==> src/rtl/convert_ycc_pkg.sv <==
// Shared constants for the YCbCr 4:2:2 -> 4:4:4 converter.
// CHROMA_INTERP_EN selects the interpolating build and its latency.
package convert_ycc_pkg;

   localparam int DEF_DATA_W    = 8;
   localparam int DEF_NEUTRAL_C = 128;

   localparam logic PH_A = 1'b0;
   localparam logic PH_B = 1'b1;

   localparam int LAT_BASE   = 3;
   localparam int LAT_INTERP = 4;

`ifdef CHROMA_INTERP_EN
   localparam int ACT_LAT = LAT_INTERP;
`else
   localparam int ACT_LAT = LAT_BASE;
`endif

endpackage

==> src/rtl/sync_delay.sv <==
// N-stage shift register for hsync/vsync/de, async active-high reset.
// Shared by the video blocks that need control aligned to their data path.
module sync_delay #(
   parameter int DEPTH = 3,
   parameter int W     = 3
) (
   input  logic         clk,
   input  logic         rst,
   input  logic [W-1:0] d,
   output logic [W-1:0] q
);

   logic [DEPTH-1:0][W-1:0] sr_q;
   logic [DEPTH-1:0][W-1:0] sr_d;

   always_comb begin
      sr_d[0] = d;
      for (int i = 1; i < DEPTH; i++) begin
         sr_d[i] = sr_q[i-1];
      end
   end

   always_ff @(posedge clk or posedge rst) begin
      if (rst) begin
         sr_q <= '0;
      end else begin
         sr_q <= sr_d;
      end
   end

   assign q = sr_q[DEPTH-1];

endmodule

==> src/rtl/convert_422_444.sv <==
// 4:2:2 -> 4:4:4 YCbCr upsampler: replicates chroma (latency 3), or with
// CHROMA_INTERP_EN defined interpolates it linearly (latency 4).
module convert_422_444
   import convert_ycc_pkg::*;
#(
   parameter int DATA_W    = DEF_DATA_W,
   parameter bit CB_FIRST  = 1'b1,
   parameter int NEUTRAL_C = DEF_NEUTRAL_C
) (
   input  logic              clk,
   input  logic              rst,
   input  logic [DATA_W-1:0] y_in,
   input  logic [DATA_W-1:0] c_in,
   input  logic              hsync_in,
   input  logic              vsync_in,
   input  logic              de_in,
   output logic [DATA_W-1:0] y_out,
   output logic [DATA_W-1:0] cb_out,
   output logic [DATA_W-1:0] cr_out,
   output logic              hsync_out,
   output logic              vsync_out,
   output logic              de_out,
   output logic              pair_start_out
);

   localparam int LAT = ACT_LAT;
   localparam int NS  = LAT - 1;
   localparam int CUR = NS - 1;
   localparam int LA  = NS - 2;
   localparam logic [DATA_W-1:0] NEUT = DATA_W'(NEUTRAL_C);

   logic [NS-1:0][DATA_W-1:0] y_q, y_d;
   logic [NS-1:0][DATA_W-1:0] c_q, c_d;
   logic [NS-1:0]             de_q, de_d;
   logic [NS-1:0]             ph_q, ph_d;

   logic              tgl_q, tgl_d;
   logic [DATA_W-1:0] last_a_q, last_a_d;
   logic [DATA_W-1:0] last_b_q, last_b_d;
   logic              b_seen_q, b_seen_d;

   logic [DATA_W-1:0] y_out_q, y_out_d;
   logic [DATA_W-1:0] cb_out_q, cb_out_d;
   logic [DATA_W-1:0] cr_out_q, cr_out_d;
   logic              ps_q, ps_d;

   logic              de_rise;
   logic              ph_in;
   logic [DATA_W-1:0] cur_y, cur_c, la_c;
   logic              cur_de, cur_a, la_de;
   logic [DATA_W-1:0] b_fb, b_next;
   logic [DATA_W-1:0] a_val, b_val;

`ifdef CHROMA_INTERP_EN
   logic [DATA_W-1:0] a_next, b_prev;

   function automatic logic [DATA_W-1:0] avg(
      input logic [DATA_W-1:0] a,
      input logic [DATA_W-1:0] b
   );
      logic [DATA_W:0] s;
      s = {1'b0, a} + {1'b0, b} + {{DATA_W{1'b0}}, 1'b1};
      return s[DATA_W:1];
   endfunction
`endif

   // Slot A is forced on each de rise, then alternates on active pixels.
   always_comb begin
      de_rise = de_in & ~de_q[0];
      ph_in   = de_rise ? PH_A : tgl_q;
      tgl_d   = de_in ? ~ph_in : tgl_q;
      y_d[0]  = y_in;
      c_d[0]  = c_in;
      de_d[0] = de_in;
      ph_d[0] = ph_in;
      for (int i = 1; i < NS; i++) begin
         y_d[i]  = y_q[i-1];
         c_d[i]  = c_q[i-1];
         de_d[i] = de_q[i-1];
         ph_d[i] = ph_q[i-1];
      end
   end

   always_comb begin
      cur_y  = y_q[CUR];
      cur_c  = c_q[CUR];
      cur_de = de_q[CUR];
      cur_a  = (ph_q[CUR] == PH_A);
      la_c   = c_q[LA];
      la_de  = de_q[LA];
      b_fb   = b_seen_q ? last_b_q : NEUT;
      b_next = la_de ? la_c : b_fb;
`ifdef CHROMA_INTERP_EN
      a_next = la_de ? la_c : last_a_q;
      b_prev = b_seen_q ? last_b_q : b_next;
      a_val  = cur_a ? cur_c : avg(last_a_q, a_next);
      b_val  = cur_a ? avg(b_prev, b_next) : cur_c;
`else
      a_val  = cur_a ? cur_c : last_a_q;
      b_val  = cur_a ? b_next : cur_c;
`endif
      last_a_d = last_a_q;
      last_b_d = last_b_q;
      b_seen_d = b_seen_q;
      if (!cur_de) begin
         b_seen_d = 1'b0;
      end else if (cur_a) begin
         last_a_d = cur_c;
      end else begin
         last_b_d = cur_c;
         b_seen_d = 1'b1;
      end
      y_out_d  = '0;
      cb_out_d = '0;
      cr_out_d = '0;
      ps_d     = 1'b0;
      if (cur_de) begin
         y_out_d  = cur_y;
         cb_out_d = CB_FIRST ? a_val : b_val;
         cr_out_d = CB_FIRST ? b_val : a_val;
         ps_d     = cur_a;
      end
   end

   always_ff @(posedge clk or posedge rst) begin
      if (rst) begin
         y_q      <= '0;
         c_q      <= '0;
         de_q     <= '0;
         ph_q     <= '0;
         tgl_q    <= PH_A;
         last_a_q <= '0;
         last_b_q <= '0;
         b_seen_q <= 1'b0;
         y_out_q  <= '0;
         cb_out_q <= '0;
         cr_out_q <= '0;
         ps_q     <= 1'b0;
      end else begin
         y_q      <= y_d;
         c_q      <= c_d;
         de_q     <= de_d;
         ph_q     <= ph_d;
         tgl_q    <= tgl_d;
         last_a_q <= last_a_d;
         last_b_q <= last_b_d;
         b_seen_q <= b_seen_d;
         y_out_q  <= y_out_d;
         cb_out_q <= cb_out_d;
         cr_out_q <= cr_out_d;
         ps_q     <= ps_d;
      end
   end

   sync_delay #(
      .DEPTH (LAT),
      .W     (3)
   ) u_sync (
      .clk (clk),
      .rst (rst),
      .d   ({hsync_in, vsync_in, de_in}),
      .q   ({hsync_out, vsync_out, de_out})
   );

   assign y_out          = y_out_q;
   assign cb_out         = cb_out_q;
   assign cr_out         = cr_out_q;
   assign pair_start_out = ps_q;

endmodule

==> config.mk <==
export PLATFORM = sky130hd
export DESIGN_NAME = convert_422_444
export DESIGN_NICKNAME = d
export VERILOG_FILES = /design/src/rtl/convert_ycc_pkg.sv /design/src/rtl/sync_delay.sv /design/src/rtl/convert_422_444.sv
export SDC_FILE = /design/constraint.sdc
export NUM_CORES = 1
export LEC_CHECK = 0
export BUFFER_PORTS_ARGS = -buffer_cell sky130_fd_sc_hd__buf_4
export CORE_UTILIZATION = 30
export CTS_CLUSTER_SIZE = 10
export DETAILED_ROUTE_END_ITERATION = 10
export GPL_TIMING_DRIVEN = 0
export PLACE_DENSITY_LB_ADDON = 0.2
export REMOVE_ABC_BUFFERS = 1
export SYNTH_ARGS = -nofsm -noshare
export SYNTH_HDL_FRONTEND = slang
export SYNTH_SLANG_ARGS = --single-unit
==> constraint.sdc <==
create_clock -name clk -period 4.5 [get_ports clk]
set_input_delay 0.675 -clock clk [delete_from_list [all_inputs] [get_ports clk]]
set_output_delay 0.675 -clock clk [all_outputs]
set_load 0.05 [all_outputs]
== Word level (Yosys, flattened, before mapping) ==
Cells that the tools add are included.

* Input bits: 21
* Register bits after elaboration: 88
* Word-level logic and storage cells: 34
* Output and inout port bits: 28

* Reduce and logical (&&, ||, !) cells: 1
* Multiplexer cells: 11
* Equal/unequal tests: 1
* Bitwise gates (word level): 4

{| class="wikitable"
|+ Operators with widths
! kind !! count
|-
| two-way mux 8 bit || 7
|-
| two-way mux 1 bit || 4
|-
| inverter 1 bit || 3
|-
| inequality test 2 x 1 -> 1 bit, second input constant || 1
|-
| AND reduction 2 bit || 1
|-
| AND 1 bit || 1
|}

== Longest topological paths before layout ==
Gate-level depths: netlist of run 1.

* Depth in word-level cells: 4
* Gate-level depth with buffers: 4
* Mapped depth without buffers: 2

== Modules after synthesis ==
Synthesis of run 1 repeated with hierarchy kept, for this count alone.

* Cells, all modules: 166
* Area total of the unflattened synthesis: 2801.4 µm²

{| class="wikitable"
|+ Modules (own cells, without submodules)
! module !! cells an instance !! sequential area each (µm²) !! area each (µm²) !! times used
|-
| convert_422_444 || 156 || 1976.9 || 2572.5 || 1
|-
| sync_delay || 10 || 225.2 || 229.0 || 1
|}

== Worst setup path after synthesis of run 1 ==
OpenSTA, ideal clock, no wires.

* Path type: register to output
* Start: reg cb_out_q[0], in the netlist cb_out[0]
* End: out cb_out[0]
* Slack: 3239 ps
* Buffers on the path: 0
* Data arrival time: 586 ps
* Data required time: 3825 ps
* Stages on the path, launching flop included: 1
* Cells stage by stage: dfrtp_1

{| class="wikitable"
|+ RTL lines
! item !! RTL line !! text
|-
| start: declaration || convert_422_444.sv:43 || <nowiki>logic [DATA_W-1:0] cb_out_q, cb_out_d;</nowiki>
|-
| start signal: assignment || convert_422_444.sv:149 || <nowiki>cb_out_q <= cb_out_d;</nowiki>
|-
| end: declaration || convert_422_444.sv:18 || <nowiki>output logic [DATA_W-1:0] cb_out,</nowiki>
|}

No word-level cell between the ends.

==> results.py, run 1 <==
metrics = {
    "drt": {
        "first_pass_iters": 7,
        "viasPerCell": 4.363,
        "routed_wirelength_um": 4447,
        "routed-via-count": 1431,
        "drc": 6,
        "first_iter_violations": 38,
        "ant_nets": 0,
        "post_drt_wl_per_cell_um": 13.56,
    },
    "worst_setup_path": {
        "cp_max_fo": 30,
        "cp_data_required_time_ps": 4720,
        "crit_family": "flip-flops",
        "rrSetupSlack_ps": 2510,
        "critPathMaxStageDelay_ps": 910,
        "crit_buf_inv": 0,
        "arrival_ps": 2210,
        "r2r_end": "last_a_q[0]",
        "critPathLaunchType": "flip-flop",
        "reg2reg_from": "u_sync.sr_d[6]",
        "critPathKind": "flip-flop to flip-flop",
        "slowest_stage": "dfrtp_1",
        "worstSetupEndpointType": "flip-flop",
        "path_cells": "nand2b_1 > mux2_2",
        "r2r_cells": 2,
    },
    "synth": {
        "synth_warnings": 0,
        "ys_types": 23,
        "synth_seq_area_share_pct": 78.32,
        "synth_ff_type": "dfrtp_1",
        "synth_cells": 163,
        "ys_seq_elements": 86,
        "syn_area_sq_um": 2748,
        "post_synth.cell_area_avg_sq_um": 16.86,
        "synth_most_common_cell": "dfrtp_1",
        "synth_edf_count": 0,
        "async_flop_share_pct": 100.0,
        "synth_top_family_by_area": "simple AND/OR/NAND/NOR gates",
        "synth_area_leaders": "dfrtp_1, mux2_2, mux2i_1",
        "synth_simple_gate_area_share_pct": 7.332,
        "synthXorXnorAreaFrac_pct": 0,
        "synth-compound-area-share_pct": 5.920,
        "synth_top_area_cell": "dfrtp_1",
        "synth_common_cells": "dfrtp_1, nor2b_1, and2_1, mux2_2, mux2i_1",
        "synth-adder-area-share_pct": 0,
        "synth_top_area_share_pct": 78.32,
        "synth_mux_area_share_pct": 6.193,
    },
    "floorplan": {
        "die_area_sq_um": 9545,
        "die_h_um": 97.70,
        "initial_utilization_pct": 31.20,
        "num_rows": 34,
        "core_sq_um": 8806,
        "die_width_um": 97.70,
        "ios": 49,
    },
    "global_route": {
        "overflow": 0,
        "grt_use_total_pct": 10.73,
        "grt_pass1_vias": 1531,
        "grt_pass1_wl_um": 7631,
        "grt_max_degree": 57,
        "antenna_found_initial": 0,
    },
    "place": {
        "port_buffers": 48,
        "hpwl_um": 2764,
        "gp_congestion": 0.6355,
    },
    "sta": {
        "setup-violations-final": 0,
        "hold-worst-slack_ps": 316.7,
        "rsz0062_at_grt": "no",
        "finalCriticalPeriod_ps": 1990,
        "finalHoldViolCount": 0,
        "final_max_slew_viol_count": 0,
        "finClkSkew_ps": 10.60,
        "worstMarginPinSlew_ps": 866.4,
        "relSlewSlack_pct": 42.24,
        "fin_crit_sh_pct": 44.22,
        "fin_setup_tns_ps": 0,
        "max_freq_mhz": 502.5,
    },
    "status": {
        "violations": "DRC",
        "status": "finished with violations",
    },
    "clock_network": {
        "cts_htree_levels": 3,
        "clkSinkCount": 86,
        "cts_hold_buf": 0,
        "cts_resized": 0,
        "clk_latency_ps": 340,
        "cts_root_buffer": "clkbuf_8",
        "cts_buffers": 9,
        "clkTransAtPathRegs_ps": 80,
        "post_cts_buffers": 0,
        "clk_path_buf_depth": 2,
        "cts_tree": "yes",
    },
    "final_layout": {
        "fillCellCount": 842,
        "area_delta_synth_final_pct": 24.41,
        "diodes": 0,
        "fin_util_pct": 38.82,
        "final_nets": 236,
        "final_layout_size_suffix_gt1_share_pct": 34.55,
    },
    "pwr": {
        "power_frac_seq_pct": 54.9,
        "power.leakage_nw": 1.690,
        "p_clk_share_pct": 31.7,
        "powerDensity_nw_per_um2": 470.6,
        "p_sw_uw": 431.6,
        "p_comb_share_pct": 13.4,
        "worst_ir_drop_vdd_v": 0.0001228,
        "cell_internal_pwr_mw": 1.177,
        "swShare_pct": 26.83,
    },
    "run": {
        "drv_cap": 0,
    },
    "hold_path": {
        "hp-class": "input port to async pin",
    },
}
==> through the flow <==
stage	instance area (sq um)	setup WS (ps)	total power, mW	instances
2_1_floorplan	2698	1603	1.040	155
3_3_place_gp	3193	597.3	1.113	311
3_5_place_dp	3223	2418	1.121	312
4_1_cts	3418	2416	1.637	328
5_1_grt	3418	2236	1.686	328
6_report	3418	2510	1.609	328
==> cells in the final DEF (no fill, tap or decap) <==
master	count
dfrtp_1	86
buf_4	48
clkbuf_8	12
nand3_1	2
inv_4	1
o31ai_1	1
and3b_1	1
a21bo_2	1
a21o_1	7
inv_1	2
clkinvlp_4	1
nor3b_1	1
buf_16	1
nor2b_1	9
and3_1	7
mux2_2	8
nand2_2	1
clkinv_4	2
and4bb_1	1
and2_1	8
mux2i_1	8
a221o_1	7
o21a_1	2
clkinv_2	1
a21boi_0	1
nand2b_1	1
==> layout make-up <==
cell class                      instances  area, sq um  area share (%)
Clock buffer                           12        165.2           4.832
Multi-Input combinational cell         66        534.3           15.63
Inverter                                3        13.76          0.4026
Tap cell                              108        135.1           3.953
Clock inverter                          4        30.03          0.8785
Timing Repair Buffer                   49        387.9           11.35
Sequential cell                        86         2152           62.96
==> metal layers <==
metal | vias up | wire length (um) | GRT usage [%]
met2 | 31 | 2304 | 17.24
met4 | 0 | 95 | 6.643
met5 | - | 0 | 0
li1 | 654 | - | -
met1 | 737 | 1891 | 12.94
met3 | 9 | 156 | 2.806
==> kinds of logic (layout without fill, tap and decap cells) <==
family          after synthesis  in the layout
compound gates               19             19
simple gates                 31             31
buf+inv                      11             68
flops                        86             86
mux                          16             16
==> how the worst max path moves through the flow <==
stage / start / end / slack (ps) / depth (start not counted)
after global placement: rst / cb_out[2] / 600 / 2
after floorplan: rst / b_seen_q / 1600 / 1
final: u_sync.sr_d[6] / last_a_q[0] / 2510 / 2
after global routing: u_sync.sr_d[6] / last_a_q[0] / 2240 / 2
after detailed placement: u_sync.sr_d[6] / last_a_q[7] / 2420 / 2
after CTS: u_sync.sr_d[6] / last_a_q[0] / 2420 / 2
==> sequential cells by signal, summed over array words and instances (netlist names) <==
signal	count
cur_c	8
u_sync.q	3
cb_out	8
cur_y	8
cr_out	8
y_out	8
ph_q	2
la_c	8
b_seen_q	1
last_a_q	8
tgl_q	1
y_d	8
last_b_q	8
u_sync.sr_d	6
pair_start_out	1
==> power groups by stage <==
stage	Combinational (mW)	Clock, mW	Sequential [mW]
6_report	0.216	0.509	0.883
4_1_cts	0.221	0.531	0.885
5_1_grt	0.232	0.561	0.893
3_5_place_dp	0.221	0	0.900
2_1_floorplan	0.0737	0	0.966
3_3_place_gp	0.215	0	0.897
Power figures use the tool's default switching activity.
==> run 2, diff against run 1 <==
==> constraint.sdc (replaced) <==
create_clock -name clk -period 1.9 [get_ports clk]
set_input_delay 0.285 -clock clk [delete_from_list [all_inputs] [get_ports clk]]
set_output_delay 0.285 -clock clk [all_outputs]
set_load 0.05 [all_outputs]
==> results.py, run 2 (same netlist as run 1, synthesis figures left out) <==
metrics = {
    "drt": {
        "ant_nets": 0,
        "routed-via-count": 1435,
        "first_pass_iters": 7,
        "routed_wirelength_um": 4449,
        "post_drt_wl_per_cell_um": 13.52,
        "first_iter_violations": 35,
        "drc": 6,
        "viasPerCell": 4.362,
    },
    "final_layout": {
        "diodes": 0,
        "fillCellCount": 841,
        "most-common-layout-cells": "dfrtp_1, buf_4, clkbuf_8",
        "fin_area_sq_um": 3431,
        "final_nets": 237,
        "final_layout_size_suffix_gt1_share_pct": 35.29,
        "area_delta_synth_final_pct": 24.86,
        "stdcell_count": 329,
        "fin_util_pct": 38.96,
        "mostFrequentLayoutCell": "dfrtp_1",
    },
    "status": {
        "status": "finished with violations",
        "violations": "DRC",
    },
    "place": {
        "gp_congestion": 0.6355,
        "hpwl_um": 2764,
        "post-place-ws_ps": -181.6,
        "dpl-instance-area_sq_um": 3223,
        "placedCellCount": 312,
        "port_buffers": 48,
    },
    "hold_path": {
        "hp-class": "input port to flip-flop",
    },
    "sta": {
        "fin_crit_sh_pct": 89.53,
        "relSlewSlack_pct": 62.10,
        "fin_ws_ps": 198.9,
        "finClkSkew_ps": 10.84,
        "rsz0062_at_grt": "no",
        "max_freq_mhz": 587.9,
        "finalCriticalPeriod_ps": 1701,
        "fin_setup_tns_ps": 0,
        "final_max_slew_viol_count": 0,
        "worstMarginPinSlew_ps": 568.4,
        "setup-violations-final": 0,
        "finalHoldViolCount": 0,
    },
    "pwr": {
        "worst_ir_drop_vdd_v": 0.0002907,
        "powerDensity_nw_per_um2": 1111,
        "power.leakage_nw": 1.692,
    },
    "floorplan": {
        "ios": 49,
        "initial_utilization_pct": 31.20,
        "die_area_sq_um": 9545,
        "die_h_um": 97.70,
        "core_sq_um": 8806,
        "num_rows": 34,
        "die_width_um": 97.70,
    },
    "worst_setup_path": {
        "rrSetupSlack_ps": 200,
        "critPathMaxStageDelay_ps": 650,
        "critPathLaunchType": "flip-flop",
        "worstSetupEndpointType": "flip-flop",
        "cp_max_fo": 21,
        "cp_data_required_time_ps": 2120,
        "arrival_ps": 1920,
        "slowest_stage": "dfrtp_2",
        "critPathKind": "flip-flop to flip-flop",
        "path_cells": "nand2b_1 > mux2_2",
    },
    "clock_network": {
        "clk_path_buf_depth": 2,
        "clkTransAtPathRegs_ps": 80,
        "clk_latency_ps": 340,
        "cts_tree": "yes",
        "cts_root_buffer": "clkbuf_8",
        "cts_htree_levels": 3,
        "cts_buffers": 9,
        "clkSinkCount": 86,
    },
    "global_route": {
        "overflow": 0,
        "grt_pass1_vias": 1536,
        "grt_use_total_pct": 10.76,
        "grt_pass1_wl_um": 7659,
        "grt_max_degree": 57,
        "antenna_found_initial": 0,
    },
    "run": {
        "drv_cap": 0,
    },
}
[run 2: changes by cell type in the layout (fill, tap and decap cells not counted)]
cell	delta
dfrtp_1	-2
dfrtp_2	+2
dlygate4sd3_1	+1
[run 2: final timing paths]
path / startpoint / cells after the start / end
min in group asynchronous: rst / 3 / u_sync.q[2]
setup reg to reg: ph_q[1] / 2 / last_a_q[0]
hold reg to reg: ph_q[0] / 0 / ph_q[1]
max in group asynchronous: rst / 4 / ph_q[1]
setup / recovery: ph_q[1] / 2 / last_a_q[0]
hold / removal: y_in[7] / 1 / y_d[15]
[run 2: power by group]
| part | switching, mW | internal [mW] |
|---|---|---|
| Combinational | 0.307 | 0.207 |
| Sequential | 0.0943 | 2.00 |
| Clock | 0.621 | 0.585 |
| Total | 1.02 | 2.79 |
[run 2: routing by layer]
metal / global-route usage, % / vias to the layer above / share of wire [%]
met1: 12.99 / 739 / 43
li1: - / 656 / -
met2: 17.29 / 31 / 52
met5: 0 / - / 0
met4: 6.643 / 0 / 2.1
met3: 2.806 / 9 / 3.5
[run 2: area by class of cell]
cell class	instances	area (sq um)	share of cell area, %
sequential	86	2155	62.80
multi-input combinational	66	534.3	15.57
timing repair buffer	50	397.9	11.60
clock buffer	12	165.2	4.814
tap	108	135.1	3.939
clock inverter	4	30.03	0.8753
inverter	3	13.76	0.4012
[run 2: timing repair]
action	in CTS	in global routing
setup endpoints to repair	9	0
resized for setup	2	0
setup buffers	0	0
hold buffers	1	0
endpoints found under the hold margin	30	0
[run 2: worst max-delay path, delay by kind of cell, from the launching register on]
kind / cells / cell delay (ps)
flops: 1 / 650
simple gates: 1 / 540
mux: 1 / 400
[run 2: stage by stage]
stage	power [mW]	hold slack [ps]
floorplan	2.463	316.4
global placement	2.635	331.9
detailed placement	2.655	322.2
CTS	3.879	22.81
global route	3.995	15.99
finish	3.811	42.15
==> run 3, diff against run 2 <==
--- a/config.mk
+++ b/config.mk
@@ -11,6 +11,7 @@
 export DETAILED_ROUTE_END_ITERATION = 10
 export GPL_TIMING_DRIVEN = 0
 export PLACE_DENSITY_LB_ADDON = 0.2
+export RECOVER_POWER = 50
 export REMOVE_ABC_BUFFERS = 1
 export SYNTH_ARGS = -nofsm -noshare
 export SYNTH_HDL_FRONTEND = slang
==> results.py, run 3 (same netlist as run 1, synthesis figures left out) <==
metrics = {
    "clock_network": {
        "post_cts_buffers": 0,
        "cts_htree_levels": 3,
        "clk_path_buf_depth": 2,
        "cts_buffers": 9,
        "cts_root_buffer": "clkbuf_8",
        "cts_tree": "yes",
        "clkSinkCount": 86,
        "clkTransAtPathRegs_ps": 80,
        "clk_latency_ps": 340,
    },
    "worst_setup_path": {
        "cp_max_fo": 21,
        "arrival_ps": 1920,
        "critPathKind": "flip-flop to flip-flop",
        "critPathLaunchType": "flip-flop",
        "worstSetupEndpointType": "flip-flop",
        "cp_data_required_time_ps": 2120,
    },
    "drt": {
        "routed_wirelength_um": 4442,
        "post_drt_wl_per_cell_um": 13.50,
        "first_iter_violations": 41,
        "ant_nets": 0,
        "routed-via-count": 1442,
        "drc": 6,
        "first_pass_iters": 7,
        "viasPerCell": 4.383,
    },
    "sta": {
        "finClkSkew_ps": 10.75,
        "final_max_slew_viol_count": 0,
        "fin_crit_sh_pct": 89.56,
        "max_freq_mhz": 587.7,
        "setup-violations-final": 0,
        "finalHoldViolCount": 0,
        "finalCriticalPeriod_ps": 1702,
        "fin_ws_ps": 198.3,
        "worstMarginPinSlew_ps": 622.8,
        "rsz0062_at_grt": "no",
        "relSlewSlack_pct": 58.42,
    },
    "place": {
        "hpwl_um": 2764,
        "gp_congestion": 0.6355,
        "port_buffers": 48,
        "post-place-ws_ps": -181.6,
    },
    "final_layout": {
        "final_layout_size_suffix_gt1_share_pct": 34.39,
        "mostFrequentLayoutCell": "dfrtp_1",
        "area_delta_synth_final_pct": 23.91,
        "final_nets": 237,
        "diodes": 0,
        "most-common-layout-cells": "dfrtp_1, buf_4, clkbuf_4",
    },
    "hold_path": {
        "hp-class": "input port to flip-flop",
    },
    "global_route": {
        "grt_pass1_vias": 1536,
        "grt_pass1_wl_um": 7659,
        "overflow": 0,
        "grt_max_degree": 57,
        "antenna_found_initial": 0,
        "grt_use_total_pct": 10.76,
    },
    "floorplan": {
        "core_sq_um": 8806,
        "die_area_sq_um": 9545,
        "die_h_um": 97.70,
        "num_rows": 34,
        "die_width_um": 97.70,
        "ios": 49,
        "initial_utilization_pct": 31.20,
    },
    "pwr": {
        "finalPower_mw": 3.801,
        "power.leakage_nw": 1.672,
        "p_clk_share_pct": 31.8,
        "p_sw_mw": 1.022,
        "worst_ir_drop_vdd_v": 0.0002914,
        "power_frac_seq_pct": 55.0,
        "p_comb_share_pct": 13.2,
        "swShare_pct": 26.89,
        "cell_internal_pwr_mw": 2.779,
        "powerDensity_nw_per_um2": 1117,
    },
    "run": {
        "drv_cap": 0,
    },
    "status": {
        "status": "finished with violations",
        "violations": "DRC",
    },
}
-- run 3: through the flow --
stage | cell area [sq um] | TNS, ps | util [%] | hold WS [ps] | std cells
after global placement | 3193 | -139310 | 36.26 | 331.9 | 311
after detailed placement | 3223 | -1492 | 36.60 | 322.2 | 312
after CTS | 3431 | 0 | 38.96 | 22.81 | 329
final | 3405 | 0 | 38.66 | 62.97 | 329
after global routing | 3405 | 0 | 38.66 | 38.93 | 329
after floorplan | 2698 | -52190 | - | 316.4 | 155
-- run 3: timing repair --
action                                 CTS  global route
gates resized for setup                  2             0
endpoints found under the hold margin   30             0
setup endpoints to repair                9             0
hold buffers                             1             0
-- run 3: worst max-delay path: stages, from the launching register on --
cell and delay, ps:
dfrtp_2 650, nand2b_1 540, mux2_2 400
-- run 3: layout make-up --
| type | count | area (sq um) |
|---|---|---|
| clock inverter | 4 | 30.03 |
| sequential | 86 | 2155 |
| fill | 842 | 5401 |
| timing repair buffer | 50 | 374.1 |
| clock buffer | 12 | 165.2 |
| inverter | 3 | 11.26 |
| multi-input combinational | 66 | 534.3 |
| tap | 108 | 135.1 |
-- run 3: power by group through the flow --
stage          logic, mW  clock network [mW]  registers (mW)
2_1_floorplan      0.175                   0            2.29
3_3_place_gp       0.510                   0            2.13
3_5_place_dp       0.523                   0            2.13
4_1_cts            0.524                1.26            2.10
5_1_grt            0.539                1.33            2.12
6_report           0.502                1.21            2.09
-- run 3: metal layers --
metal | GRT usage [%] | part of all wire, %
met3 | 2.806 | 3.6
met1 | 12.99 | 42
met4 | 6.643 | 2.1
met5 | 0 | 0
met2 | 17.29 | 52
-- run 3: path summary, 6_finish.rpt --
kind | startpoint | slack, ps | cells past startpoint | end
max | ph_q[1] | 200 | 2 | last_a_q[0]
min | y_in[3] | 60 | 1 | y_d[11]
max reg2reg | ph_q[1] | 200 | 2 | last_a_q[0]
min reg2reg | ph_q[0] | 350 | 0 | ph_q[1]
max in group asynchronous | rst | 400 | 4 | ph_q[1]
min in group asynchronous | rst | 580 | 3 | u_sync.q[2]
